### src/rtl/mult_operand_sequencer.sv
// Operand sequencer for a nibble-step multiplier: queues operand pairs in a
// 2-entry FIFO, launches one multiply at a time and captures the product.
module mult_operand_sequencer #(
    parameter int TIMEOUT = 4
) (
    input  logic        clk,
    input  logic        reset_a,
    input  logic        in_valid,
    input  logic [7:0]  in_a,
    input  logic [7:0]  in_b,
    output logic        in_ready,
    output logic        start,
    output logic [7:0]  dataa,
    output logic [7:0]  datab,
    output logic [1:0]  count,
    input  logic        done,
    input  logic [15:0] product,
    output logic [15:0] result,
    output logic        result_valid,
    output logic        err,
    input  logic        err_clr,
    output logic [1:0]  seq_state
);

    localparam logic [1:0] S_IDLE   = 2'd0;
    localparam logic [1:0] S_LAUNCH = 2'd1;
    localparam logic [1:0] S_RUN    = 2'd2;
    localparam logic [1:0] S_WAIT   = 2'd3;

    localparam int             WCW       = (TIMEOUT > 1) ? $clog2(TIMEOUT) : 1;
    localparam logic [WCW-1:0] WAIT_LAST = WCW'(TIMEOUT - 1);

    logic [1:0]     state;
    logic [1:0]     state_nxt;
    logic [15:0]    fifo_mem [2];
    logic           wr_ptr;
    logic           rd_ptr;
    logic [1:0]     occ;
    logic           full;
    logic           empty;
    logic           push;
    logic           pop;
    logic [WCW-1:0] wait_cnt;
    logic           wait_done;
    logic           wait_expire;

    // Handshake: an operand pair transfers on any rising edge where
    // in_valid && in_ready; in_ready depends only on FIFO occupancy.
    assign full     = (occ == 2'd2);
    assign empty    = (occ == 2'd0);
    assign in_ready = !full;
    assign push     = in_valid && in_ready;

    assign wait_done   = (state == S_WAIT) && done;
    assign wait_expire = (state == S_WAIT) && !done && (wait_cnt == WAIT_LAST);

    always_comb begin
        state_nxt = state;
        case (state)
            S_IDLE:   if (!empty) state_nxt = S_LAUNCH;
            S_LAUNCH: state_nxt = S_RUN;
            S_RUN:    if (count == 2'd3) state_nxt = S_WAIT;
            S_WAIT: begin
                if (done)             state_nxt = empty ? S_IDLE : S_LAUNCH;
                else if (wait_expire) state_nxt = S_IDLE;
            end
            default:  state_nxt = S_IDLE;
        endcase
    end

    // The FIFO head is consumed exactly on the edge that enters LAUNCH.
    assign pop       = (state_nxt == S_LAUNCH) && (state != S_LAUNCH);
    assign start     = (state == S_LAUNCH);
    assign seq_state = state;

    always_ff @(posedge clk or negedge reset_a) begin
        if (!reset_a) begin
            state <= S_IDLE;
        end else begin
            state <= state_nxt;
        end
    end

    always_ff @(posedge clk or negedge reset_a) begin
        if (!reset_a) begin
            fifo_mem[0] <= '0;
            fifo_mem[1] <= '0;
            wr_ptr      <= 1'b0;
            rd_ptr      <= 1'b0;
            occ         <= 2'd0;
        end else begin
            if (push) begin
                fifo_mem[wr_ptr] <= {in_a, in_b};
                wr_ptr           <= ~wr_ptr;
            end
            if (pop) begin
                rd_ptr <= ~rd_ptr;
            end
            case ({push, pop})
                2'b10:   occ <= occ + 2'd1;
                2'b01:   occ <= occ - 2'd1;
                default: occ <= occ;
            endcase
        end
    end

    always_ff @(posedge clk or negedge reset_a) begin
        if (!reset_a) begin
            dataa <= '0;
            datab <= '0;
            count <= 2'd0;
        end else begin
            if (pop) begin
                {dataa, datab} <= fifo_mem[rd_ptr];
                count          <= 2'd0;
            end else if ((state == S_RUN) && (state_nxt == S_RUN)) begin
                count <= count + 2'd1;
            end
        end
    end

    always_ff @(posedge clk or negedge reset_a) begin
        if (!reset_a) begin
            wait_cnt <= '0;
        end else if ((state != S_WAIT) && (state_nxt == S_WAIT)) begin
            wait_cnt <= '0;
        end else if ((state == S_WAIT) && !done && !wait_expire) begin
            wait_cnt <= wait_cnt + WCW'(1);
        end
    end

    // A set source (stray done or WAIT timeout) overrides err_clr.
    always_ff @(posedge clk or negedge reset_a) begin
        if (!reset_a) begin
            result       <= '0;
            result_valid <= 1'b0;
            err          <= 1'b0;
        end else begin
            result_valid <= wait_done;
            if (wait_done) begin
                result <= product;
            end
            if ((done && (state != S_WAIT)) || wait_expire) begin
                err <= 1'b1;
            end else if (err_clr) begin
                err <= 1'b0;
            end
        end
    end

endmodule
### config.mk
export PLATFORM = sky130hd
export DESIGN_NAME = mult_operand_sequencer
export DESIGN_NICKNAME = d
export VERILOG_FILES = /design/src/rtl/mult_operand_sequencer.sv
export SDC_FILE = /design/constraint.sdc
export NUM_CORES = 1
export LEC_CHECK = 0
export ABC_AREA = 1
export BUFFER_PORTS_ARGS = -buffer_cell sky130_fd_sc_hd__buf_2
export CORE_MARGIN = 5
export CORE_UTILIZATION = 40
export DETAILED_ROUTE_END_ITERATION = 7
export GPL_ROUTABILITY_DRIVEN = 1
export GPL_TIMING_DRIVEN = 0
export PLACE_DENSITY = 0.62
export SYNTH_ARGS = -nofsm -noshare
export SYNTH_HDL_FRONTEND = slang
export SYNTH_SLANG_ARGS = --single-unit
export TNS_END_PERCENT = 20
### constraint.sdc
create_clock -name clk -period 2 [get_ports clk]
set_input_delay 0.2 -clock clk [delete_from_list [all_inputs] [get_ports clk]]
set_output_delay 0.2 -clock clk [all_outputs]
set_load 0.02 [all_outputs]
== Word level (Yosys, flattened, before mapping) ==
Index checks and enable logic that the tools add are counted.
Word-level totals
  register bits: 76
  output and inout bits: 40
  logic and storage cells: 76
Operators by class
  $add $sub $neg: 4
  magnitude comparators: 3
  equality and inequality tests: 13
  multiplexer cells: 19
  bitwise logic cells: 4
  reduce and logical (&&, ||, !) cells: 20
Operators by type and width (count)
  $mux W16: 4
  $bwmux W32: 1
  $demux W16 S1: 1
  $eq A2 B2 Y1 const B: 8
  $mux W2: 8
  $logic_and A1 B1 Y1: 10
  $pmux W2 S4: 1
  $reduce_bool A2 Y1: 4
  $add A2 B1 Y2 const B: 3
  $eq A2 B1 Y1 const B: 3
  $ge A2 B2 Y1 const B: 2
  $logic_not A2 Y1: 2
  $not A1 Y2: 2
  $pmux W2 S2: 1
  $logic_not A1 Y1: 3
  $mux W1: 3
  $lt A2 B1 Y1 const B: 1
  $ne A2 B1 Y1 const B: 1
  $ne A2 B2 Y1 const B: 1
  $not A1 Y1: 2
  $sub A2 B1 Y2 const B: 1
  $logic_or A1 B1 Y1: 1

== Longest topological paths before layout ==
Gate-level depths: netlist of run 1.
  word-level depth: 10
  gate-level depth with buffers: 9
  depth with buffers taken out: 9

== Worst setup path after synthesis of run 1 ==
Ideal clock, no wire load.
  path type: reg-to-reg
  start point: reg state[0], in the netlist seq_state[0]
  end point: reg occ[1]
  library setup time: 0.122 ns
  data arrival time: 1.573 ns
  data required time: 1.878 ns
  slack: 0.306 ns
  stages on the path, launching flop included: 10
  buffers on the path: 0
  period minus slack after synthesis: 1.694 ns
  cell sequence: dfrtp_1 > inv_1 > nand2_1 > nand2_2 > nand2_4 > inv_1 > ha_1 > a21oi_1 > nand2_1 > xor2_1
On the way
  longest elaborated chain between the ends: 10
  elaborated cells between the ends (all ways): 18
  classes of those cells: eq/ne (7); mux (6); reduce/logical (5)
Ends and longest elaborated chain
  start: declaration: line 33  | logic [1:0] state;
  start signal: assignment: line 80  | state <= state_nxt;
  $eq A2 B2 Y1: line 55, 59
  $logic_and A1 B1 Y1 (2 in a row): line 55  | assign wait_expire = (state == S_WAIT) && !done && (wait_cnt == WAIT_LAST);
  $mux W2: line 65  | else if (wait_expire) state_nxt = S_IDLE;
  $mux W2: line 64  | if (done) state_nxt = empty ? S_IDLE : S_LAUNCH;
  $pmux W2 S4: line 59  | case (state)
  $eq A2 B1 Y1: line 72  | assign pop = (state_nxt == S_LAUNCH) && (state != S_LAUNCH);
  $logic_and A1 B1 Y1 (*): line 72
  named net pop: line 42  | logic pop;
  $eq A2 B1 Y1 or $eq A2 B2 Y1 (tied branches): line 99  | case ({push, pop})
  $pmux W2 S2 or $reduce_bool A2 Y1 (tied branches)
  end signal: assignment: line 100  | 2'b10: occ <= occ + 2'd1;
  end signal: assignment: line 101  | 2'b01: occ <= occ - 2'd1;
  end: declaration: line 38  | logic [1:0] occ;
The timed path passes the listed nets; every way through them passes the cells marked *.
A chain may end at the register's enable or synchronous reset.

== Worst setup path in the final report of run 1 ==
Ends and elaborated chain as after synthesis.

==> results of run 1 <==
[synthesized netlist by cell type, drive strengths merged]
cell	count	area, sq um
nand2	136	535.5
dfrtp	76	1902
o21ai	64	380.4
inv	28	105.1
or2	18	112.6
buf	8	76.32
nand3	7	52.55
clkbuf	5	20.01
nor2	4	25.03
ha	3	37.54
a21oi	2	10.01
clkinv	1	3.750
nand3b	1	7.510
nor3	1	5.000
o211ai	1	7.510
xnor2	1	8.760
xor2	1	8.760
[flip-flops by register name (all words and copies together) (netlist names)]
name,cells
datab,8
wr_ptr,1
dataa,8
occ,2
wait_cnt,2
err,1
count,2
result,16
seq_state,2
result_valid,1
rd_ptr,1
fifo_mem,32
[worst max path at each step]
stage | slack, ps | endpoint | cells past startpoint
after floorplan | 310 | occ[1]$_DFFE_PN0P_ | 9
after global placement | 230 | fifo_mem[1]$_DFFE_PN0P_ | 1
after detailed placement | 270 | occ[1]$_DFFE_PN0P_ | 9
after CTS | 250 | occ[1]$_DFFE_PN0P_ | 9
after global routing | 100 | occ[1]$_DFFE_PN0P_ | 9
final | 270 | occ[1]$_DFFE_PN0P_ | 9
[area by class of cell]
cell class              count  area [sq um]  share of cell area
flip-flops and latches     76          1902              0.4644
repair buffers             78         412.9              0.1008
well taps                 105         131.4             0.03208
clock inverters             5         125.1             0.03055
plain buffers              13         96.34             0.02353
inverters                  29         108.9             0.02658
multi-input cells         239          1191              0.2909
clock buffers              10         127.6             0.03116
[worst max-delay path, stage by stage (launching register included)]
cell     delay [ps]
dfrtp_1         460
inv_1           110
nand2_1         110
nand2_2          80
nand2_4         140
inv_1            80
ha_1            300
a21oi_1         130
nand2_1          70
xor2_1          140
[through the flow]
stage               cell area, sq um  total power [mW]    util
finish                          4095             7.284  0.5035
CTS                             4095             7.379  0.5035
detailed placement              3832             5.890  0.4712
global placement                3810             5.801  0.4684
floorplan                       3298             4.911       -
global route                    4095             7.874  0.5035
[cell families after synthesis]
family,Yosys count,share of synthesized area
AOI/OAI and AO/OA,67,0.1206
adders and majority gates,3,0.01138
DFF,76,0.5766
buffers and inverters,42,0.06221
xor gates and xnor gates,2,0.005312
and+or+nand+nor,167,0.2238
[power breakdown]
| group | internal, mW | switching [mW] | leakage (nW) |
|---|---|---|---|
| Sequential | 2.26 | 0.395 | 0.945 |
| Clock | 0.947 | 0.523 | 0.126 |
| Combinational | 1.17 | 1.98 | 1.14 |
[repair_timing]
item,4_1_cts,5_1_grt
buffers inserted,0,0
hold endpoints to repair,38,0
hold buffers,1,0
[routing by layer]
| metal | up-vias | track usage | share of wire |
|---|---|---|---|
| li1 | 1295 | - | - |
| met2 | 70 | 0.2395 | 0.46 |
| met5 | - | 0 | 0 |
| met4 | 0 | 0.06528 | 0.014 |
| met1 | 1148 | 0.1937 | 0.46 |
| met3 | 7 | 0.03253 | 0.068 |
==> results.sh, run 1 <==
export IMPL_cts_resized_gates=0
export IMPL_area_delta_synth_final_pct=24.17
export IMPL_yosysWarnings=0
export IMPL_synth_avg_cell_area_sq_um=9.239
export IMPL_layout_drive_gt1_share=0.3156
export IMPL_wl_per_cell_um=12.72
export IMPL_grt_pass1_wl_um=11910
export IMPL_crit_path_end_kind="flip-flop"
export IMPL_nFillCells=803
export IMPL_layout_common_cells="132 x nand2_1, 78 x buf_2, 76 x dfrtp_1, 47 x o21ai_0, 28 x inv_1"
export IMPL_n_antenna_cell=0
export IMPL_fmax_mhz=576.4
export IMPL_relSlewSlack=0.6664
export IMPL_grt_max_degree=40
export IMPL_critPathRequiredTime_ps=2230
export IMPL_min_from="product[7]"
export IMPL_numCtsBuffers=9
export IMPL_cts_tree="yes"
export IMPL_fin_ws_ps=265.2
export IMPL_die_w_um=100.8
export IMPL_dp_cells=539
export IMPL_r2r_start="seq_state[0]$_DFF_PN0_"
export IMPL_synth_nets=397
export IMPL_drtPass1Iterations=4
export IMPL_clkTransAtPathRegs_ps=70
export IMPL_whs_ps=51.78
export IMPL_finalCritPeriodShare=0.8674
export IMPL_ys_ff_latch=76
export IMPL_viasPerCell=4.541
export IMPL_final_common_cell="nand2_1"
export IMPL_pre_cts_slack_ps=268.1
export IMPL_drc_errors=0
export IMPL_timing_rr_end="occ[1]$_DFFE_PN0P_"
export IMPL_grt_overflow=0
export IMPL_antenna_found_initial=0
export IMPL_ys_seq_area_frac=0.5766
export IMPL_gp_congestion=0.7612
export IMPL_cap_violations=0
export IMPL_fin_cells=555
export IMPL_power_density_nw_per_um2=1779
export IMPL_cp_max_fo=10
export IMPL_ios=77
export IMPL_report_final_slew_viol_count=0
export IMPL_core_sq_um=8134
export IMPL_dp_hpwl_um=5177
export IMPL_status="complete, no violations"
export IMPL_grt_pass1_vias=2557
export IMPL_min_to="result[7]$_DFFE_PN0P_"
export IMPL_clock_sinks=76
export IMPL_ant_nets=0
export IMPL_final_setup_viol_count=0
export IMPL_cts_buffer_depth=2
export IMPL_tns_ps=0
export IMPL_setup_worst_path_start="seq_state[0]$_DFF_PN0_"
export IMPL_fin_nets=486
export IMPL_htreeDepth=3
export IMPL_root_buffer="clkbuf_8"
export IMPL_initial_utilization=0.4055
export IMPL_io_buffer_count=76
export IMPL_netlist_instances=357
export IMPL_worst_pin_slew_ps=500.4
export IMPL_groute_usage_overall=0.1491
export IMPL_skew_ps=9.609
export IMPL_fin_crit_ps=1735
export IMPL_syn_area_sq_um=3298
export IMPL_arrival_ps=1960
export IMPL_worstSetupPathType="flip-flop to flip-flop"
export IMPL_min_path_type="primary input to flip-flop"
export IMPL_cp_start_kind="flip-flop"
export IMPL_rsz0062_at_grt="no"
export IMPL_placementRows=33
export IMPL_worst_r2r_cell_count=9
export IMPL_p_leak_nw=2.212
export IMPL_wl_um=7060
export IMPL_dieArea_sq_um=10160
export IMPL_finalHoldViolCount=0
export IMPL_die_h_um=100.8
export IMPL_ir_drop_mv=0.5251
export IMPL_drt_initial_drc_count=61
export IMPL_reg2reg_slack_ps=270
export IMPL_via_count=2520
export IMPL_holdPathStages=3
export IMPL_ys_types=29
export IMPL_insertion_delay_ps=340
Power figures use the tool's default switching activity.
==> inputs of run 2 (changes only) <==
--- a/config.mk
+++ b/config.mk
@@ -7,12 +7,14 @@
 export LEC_CHECK = 0
 export ABC_AREA = 1
 export BUFFER_PORTS_ARGS = -buffer_cell sky130_fd_sc_hd__buf_2
+export CELL_PAD_IN_SITES_DETAIL_PLACEMENT = 1
+export CELL_PAD_IN_SITES_GLOBAL_PLACEMENT = 1
 export CORE_MARGIN = 5
 export CORE_UTILIZATION = 40
 export DETAILED_ROUTE_END_ITERATION = 7
 export GPL_ROUTABILITY_DRIVEN = 1
 export GPL_TIMING_DRIVEN = 0
-export PLACE_DENSITY = 0.62
+export PLACE_DENSITY = 0.83
 export SYNTH_ARGS = -nofsm -noshare
 export SYNTH_HDL_FRONTEND = slang
 export SYNTH_SLANG_ARGS = --single-unit
==> run 2 against run 1 <==
  * Fmax is 0.51% lower
  * Via count increased by 4.1%
  * Utilization increased by 0.092 points
  * Wire length grew 12%
==> results.sh, run 2 (synthesis results as in run 1) <==
export IMPL_status="complete, no violations"
export IMPL_root_buffer="clkbuf_8"
export IMPL_placementRows=33
export IMPL_power_frac_seq=0.362
export IMPL_grt_overflow=0
export IMPL_layout_common_cells="132 x nand2_1, 78 x buf_2, 76 x dfrtp_1, 47 x o21ai_0, 28 x inv_1"
export IMPL_wl_per_cell_um=14.26
export IMPL_rsz0062_at_grt="no"
export IMPL_wl_um=7914
export IMPL_ir_drop_mv=0.6164
export IMPL_pwr_share_clk=0.203
export IMPL_insertion_delay_ps=350
export IMPL_clock_sinks=76
export IMPL_pre_cts_slack_ps=252.7
export IMPL_arrival_ps=2010
export IMPL_finalCritPeriodShare=0.8719
export IMPL_p_sw_mw=2.984
export IMPL_n_antenna_cell=0
export IMPL_skew_ps=12.09
export IMPL_cts_tree="yes"
export IMPL_holdPathStages=3
export IMPL_relSlewSlack=0.7075
export IMPL_crit_path_end_kind="flip-flop"
export IMPL_io_buffer_count=76
export IMPL_fin_ws_ps=256.3
export IMPL_drc_errors=0
export IMPL_final_common_cell="nand2_1"
export IMPL_worstSetupPathType="flip-flop to flip-flop"
export IMPL_cts_buffer_depth=2
export IMPL_gp_congestion=0.7918
export IMPL_tns_ps=0
export IMPL_grt_pass1_wl_um=13340
export IMPL_postCtsSetupBuffers=0
export IMPL_ios=77
export IMPL_groute_usage_overall=0.1661
export IMPL_cellInternalPower_mw=4.388
export IMPL_viasPerCell=4.728
export IMPL_core_sq_um=8134
export IMPL_die_w_um=100.8
export IMPL_critPathRequiredTime_ps=2270
export IMPL_reg2reg_slack_ps=260
export IMPL_antenna_found_initial=0
export IMPL_clkTransAtPathRegs_ps=80
export IMPL_sw_frac_of_total=0.4047
export IMPL_area_delta_synth_final_pct=24.39
export IMPL_placed_area_sq_um=3840
export IMPL_numCtsBuffers=9
export IMPL_fmax_mhz=573.5
export IMPL_layout_drive_gt1_share=0.3156
export IMPL_regMostFlops="fifo_mem"
export IMPL_cp_start_kind="flip-flop"
export IMPL_drtPass1Iterations=4
export IMPL_grt_pass1_vias=2841
export IMPL_cts_hold_buf=1
export IMPL_cts_resized_gates=0
export IMPL_p_leak_nw=2.215
export IMPL_fin_crit_ps=1744
export IMPL_worst_r2r_cell_count=9
export IMPL_htreeDepth=3
export IMPL_dieArea_sq_um=10160
export IMPL_combinationalPowerShare=0.434
export IMPL_ant_nets=0
export IMPL_largestRegisters="fifo_mem x32, result x16"
export IMPL_worst_pin_slew_ps=438.8
export IMPL_finalHoldViolCount=0
export IMPL_power_density_nw_per_um2=1797
export IMPL_die_h_um=100.8
export IMPL_fin_nets=486
export IMPL_drt_initial_drc_count=44
export IMPL_largest_reg_flops=32
export IMPL_initial_utilization=0.4055
export IMPL_cap_violations=0
export IMPL_register_area_sq_um=1902
export IMPL_cp_max_fo=10
export IMPL_via_count=2624
export IMPL_post_route_cell_area_sq_um=4103
export IMPL_final_setup_viol_count=0
export IMPL_dp_hpwl_um=5793
export IMPL_min_path_type="primary input to flip-flop"
export IMPL_multi_input_area_sq_um=1191
export IMPL_grt_max_degree=50
export IMPL_report_final_slew_viol_count=0
export IMPL_nFillCells=964
run 2: final timing paths:
path / start / end
min: product[12] / result[12]$_DFFE_PN0P_
max: seq_state[0]$_DFF_PN0_ / occ[1]$_DFFE_PN0P_
min in group asynchronous: reset_a / fifo_mem[11]$_DFFE_PN0P_
max in group asynchronous: reset_a / occ[0]$_DFFE_PN0P_
max reg2reg: seq_state[0]$_DFF_PN0_ / occ[1]$_DFFE_PN0P_
min reg2reg: result[12]$_DFFE_PN0P_ / result[12]$_DFFE_PN0P_
run 2: layout make-up:
cell class              instances  area share
flip-flops and latches         76      0.4636
plain buffers                  13     0.02348
inverters                      29     0.02653
repair buffers                 78      0.1025
clock inverters                 5     0.03050
well taps                     105     0.03202
clock buffers                  10     0.03111
multi-input cells             239      0.2903
run 2: worst max-delay path, stage by stage, from the launching register on:
cell and delay [ps]:
dfrtp_1 460, inv_1 100, nand2_1 130, nand2_2 80
nand2_4 140, inv_1 80, ha_1 190, or2_2 270
nand2_1 80, xor2_1 130
run 2: power by group through the flow:
stage	registers [mW]	clock network (mW)	logic (mW)
3_3_place_gp	2.66	0	3.13
4_1_cts	2.68	1.53	3.27
5_1_grt	2.78	1.59	3.58
3_5_place_dp	2.71	0	3.25
6_report	2.67	1.50	3.20
2_1_floorplan	3.05	0	1.86
run 2: stage by stage:
step / utilization / std cells / hold WS (ps) / power (mW)
2_1_floorplan: - / 357 / -95.59 / 4.911
3_3_place_gp: 0.4684 / 538 / 395.4 / 5.788
3_5_place_dp: 0.4721 / 539 / 148.6 / 5.952
4_1_cts: 0.5044 / 555 / 34.07 / 7.480
5_1_grt: 0.5044 / 555 / 38.84 / 7.946
6_report: 0.5044 / 555 / 48.83 / 7.372
run 2: per-layer routing:
layer | share of wire | GRT usage
met3 | 0.043 | 0.02837
met5 | 0 | 0
met2 | 0.51 | 0.2861
met4 | 0.017 | 0.06632
met1 | 0.43 | 0.2064
==> inputs of run 3 (changes only) <==
==> constraint.sdc (replaced) <==
create_clock -name clk -period 1.8 [get_ports clk]
set_input_delay 0.09 -clock clk [delete_from_list [all_inputs] [get_ports clk]]
set_output_delay 0.09 -clock clk [all_outputs]
set_load 0.02 [all_outputs]
==> run 3 against run 2 <==
  * Register-to-register slack worse by 50 ps
  * Setup slack worse by 48 ps
  * Power up 14%
  * Combinational power up 16%
  * Utilization up 4.3 points
  * Hold slack worse by 26 ps
  * Clock skew about the same
  * Sequential share of layout area down 3.6 points
  * Die area unchanged
  * Sequential cell count unchanged
  * Non-clock buffer count up 35
  * Critical path type unchanged
  * Largest cell class unchanged
==> results.sh, run 3 (synthesis results as in run 1) <==
export IMPL_root_buffer="clkbuf_8"
export IMPL_final_common_cell="nand2_1"
export IMPL_drtPass1Iterations=4
export IMPL_wl_um=8683
export IMPL_clock_sinks=76
export IMPL_grt_overflow=0
export IMPL_via_count=2806
export IMPL_tns_ps=0
export IMPL_grt_max_degree=50
export IMPL_worstSetupPathType="flip-flop to flip-flop"
export IMPL_grt_pass1_wl_um=14340
export IMPL_holdPathStages=3
export IMPL_crit_path_end_kind="flip-flop"
export IMPL_initial_utilization=0.4055
export IMPL_largestRegisters="fifo_mem x32, result x16"
export IMPL_skew_ps=12.33
export IMPL_cp_start_kind="flip-flop"
export IMPL_min_path_type="primary input to flip-flop"
export IMPL_pre_cts_slack_ps=52.74
export IMPL_r2r_start="seq_state[0]$_DFF_PN0_"
export IMPL_final_setup_viol_count=0
export IMPL_cts_tree="yes"
export IMPL_power_density_nw_per_um2=1881
export IMPL_clkTransAtPathRegs_ps=70
export IMPL_core_sq_um=8134
export IMPL_timing_rr_end="occ[1]$_DFFE_PN0P_"
export IMPL_critPathBufInv=2
export IMPL_whs_ps=22.57
export IMPL_fin_crit_ps=1591
export IMPL_finalCritPeriodShare=0.8841
export IMPL_layout_drive_gt1_share=0.3031
export IMPL_finalHoldViolCount=0
export IMPL_n_antenna_cell=0
export IMPL_viasPerCell=4.756
export IMPL_fin_ws_ps=208.6
export IMPL_cap_violations=0
export IMPL_cpPeakStageDelay_ps=430
export IMPL_ios=77
export IMPL_fin_cells=590
export IMPL_dp_cells=539
export IMPL_min_from="in_a[0]"
export IMPL_reg2reg_slack_ps=210
export IMPL_antenna_found_initial=0
export IMPL_worst_pin_slew_ps=441.2
export IMPL_min_to="fifo_mem[8]$_DFFE_PN0P_"
export IMPL_fmax_mhz=628.4
export IMPL_critPathRequiredTime_ps=2070
export IMPL_regMostFlops="fifo_mem"
export IMPL_cp_cell_sequence="inv_1 -> nand2_1 -> nand2_2 -> nand2_4 -> inv_1 -> ha_1 -> or2_2 -> nand2_1 -> xor2_1"
export IMPL_p_leak_nw=2.361
export IMPL_area_delta_synth_final_pct=34.94
export IMPL_ant_nets=0
export IMPL_placementRows=33
export IMPL_numCtsBuffers=9
export IMPL_fin_nets=521
export IMPL_arrival_ps=1860
export IMPL_io_buffer_count=76
export IMPL_wl_per_cell_um=14.72
export IMPL_ir_drop_mv=0.6872
export IMPL_dp_hpwl_um=5793
export IMPL_largest_reg_flops=32
export IMPL_report_final_slew_viol_count=0
export IMPL_relSlewSlack=0.7058
export IMPL_cts_buffer_depth=2
export IMPL_grt_pass1_vias=2946
export IMPL_cp_slowest_cell="dfrtp_2"
export IMPL_layout_common_cells="132 x nand2_1, 77 x buf_2, 74 x dfrtp_1, 47 x o21ai_0, 33 x dlygate4sd3_1"
export IMPL_dieArea_sq_um=10160
export IMPL_drc_errors=0
export IMPL_drt_initial_drc_count=42
export IMPL_rsz0062_at_grt="no"
export IMPL_htreeDepth=3
export IMPL_cp_top_family="simple AND/OR/NAND/NOR gates"
export IMPL_cp_max_fo=5
export IMPL_die_w_um=100.8
export IMPL_status="complete, no violations"
export IMPL_insertion_delay_ps=350
export IMPL_worst_r2r_cell_count=9
export IMPL_die_h_um=100.8
export IMPL_gp_congestion=0.7918
export IMPL_groute_usage_overall=0.1793
run 3: per-layer routing:
metal  global-route usage  vias up  wire length [um]
met3              0.02630       10               313
met5                    0        -                 0
met2               0.3210       55              4558
met1               0.2183     1370              3683
li1                     -     1371                 -
met4              0.06425        0               126
run 3: worst max path at each step:
stage	start	endpoint	slack, ps	depth (start not counted)
finish	seq_state[0]$_DFF_PN0_	occ[1]$_DFFE_PN0P_	210	9
global route	seq_state[0]$_DFF_PN0_	occ[1]$_DFFE_PN0P_	60	9
CTS	seq_state[0]$_DFF_PN0_	occ[1]$_DFFE_PN0P_	30	9
detailed placement	seq_state[0]$_DFF_PN0_	occ[1]$_DFFE_PN0P_	50	9
global placement	seq_state[0]$_DFF_PN0_	occ[1]$_DFFE_PN0P_	100	9
floorplan	seq_state[0]$_DFF_PN0_	occ[1]$_DFFE_PN0P_	110	9
run 3: metrics by stage:
step | util | power, mW | instance area, sq um
final | 0.5471 | 8.372 | 4451
after floorplan | - | 5.456 | 3298
after global routing | 0.5471 | 9.015 | 4451
after global placement | 0.4684 | 6.431 | 3810
after CTS | 0.5438 | 8.365 | 4423
after detailed placement | 0.4721 | 6.613 | 3840
run 3: report_power, final:
part           internal (mW)  switching [mW]
clock network           1.05           0.616
registers               2.52           0.460
logic                   1.41            2.31
run 3: repair_timing:
action	4_1_cts	5_1_grt
hold endpoints to repair	63	0
setup endpoints to repair	0	1
gates resized for setup	0	2
hold buffers	33	0
setup buffers	0	4
run 3: tightest hold or removal path: stages:
cell	delay (ps)
buf_2	110
nand2_1	60
nand2_1	70
run 3: area by class of cell:
cell class	count	area [sq um]
buffer	12	91.34
multi-input combinational	239	1191
clock inverter	5	125.1
inverter	29	108.9
tap	105	131.4
sequential	76	1904
timing repair buffer	114	770.7
clock buffer	10	127.6
fill	942	3684
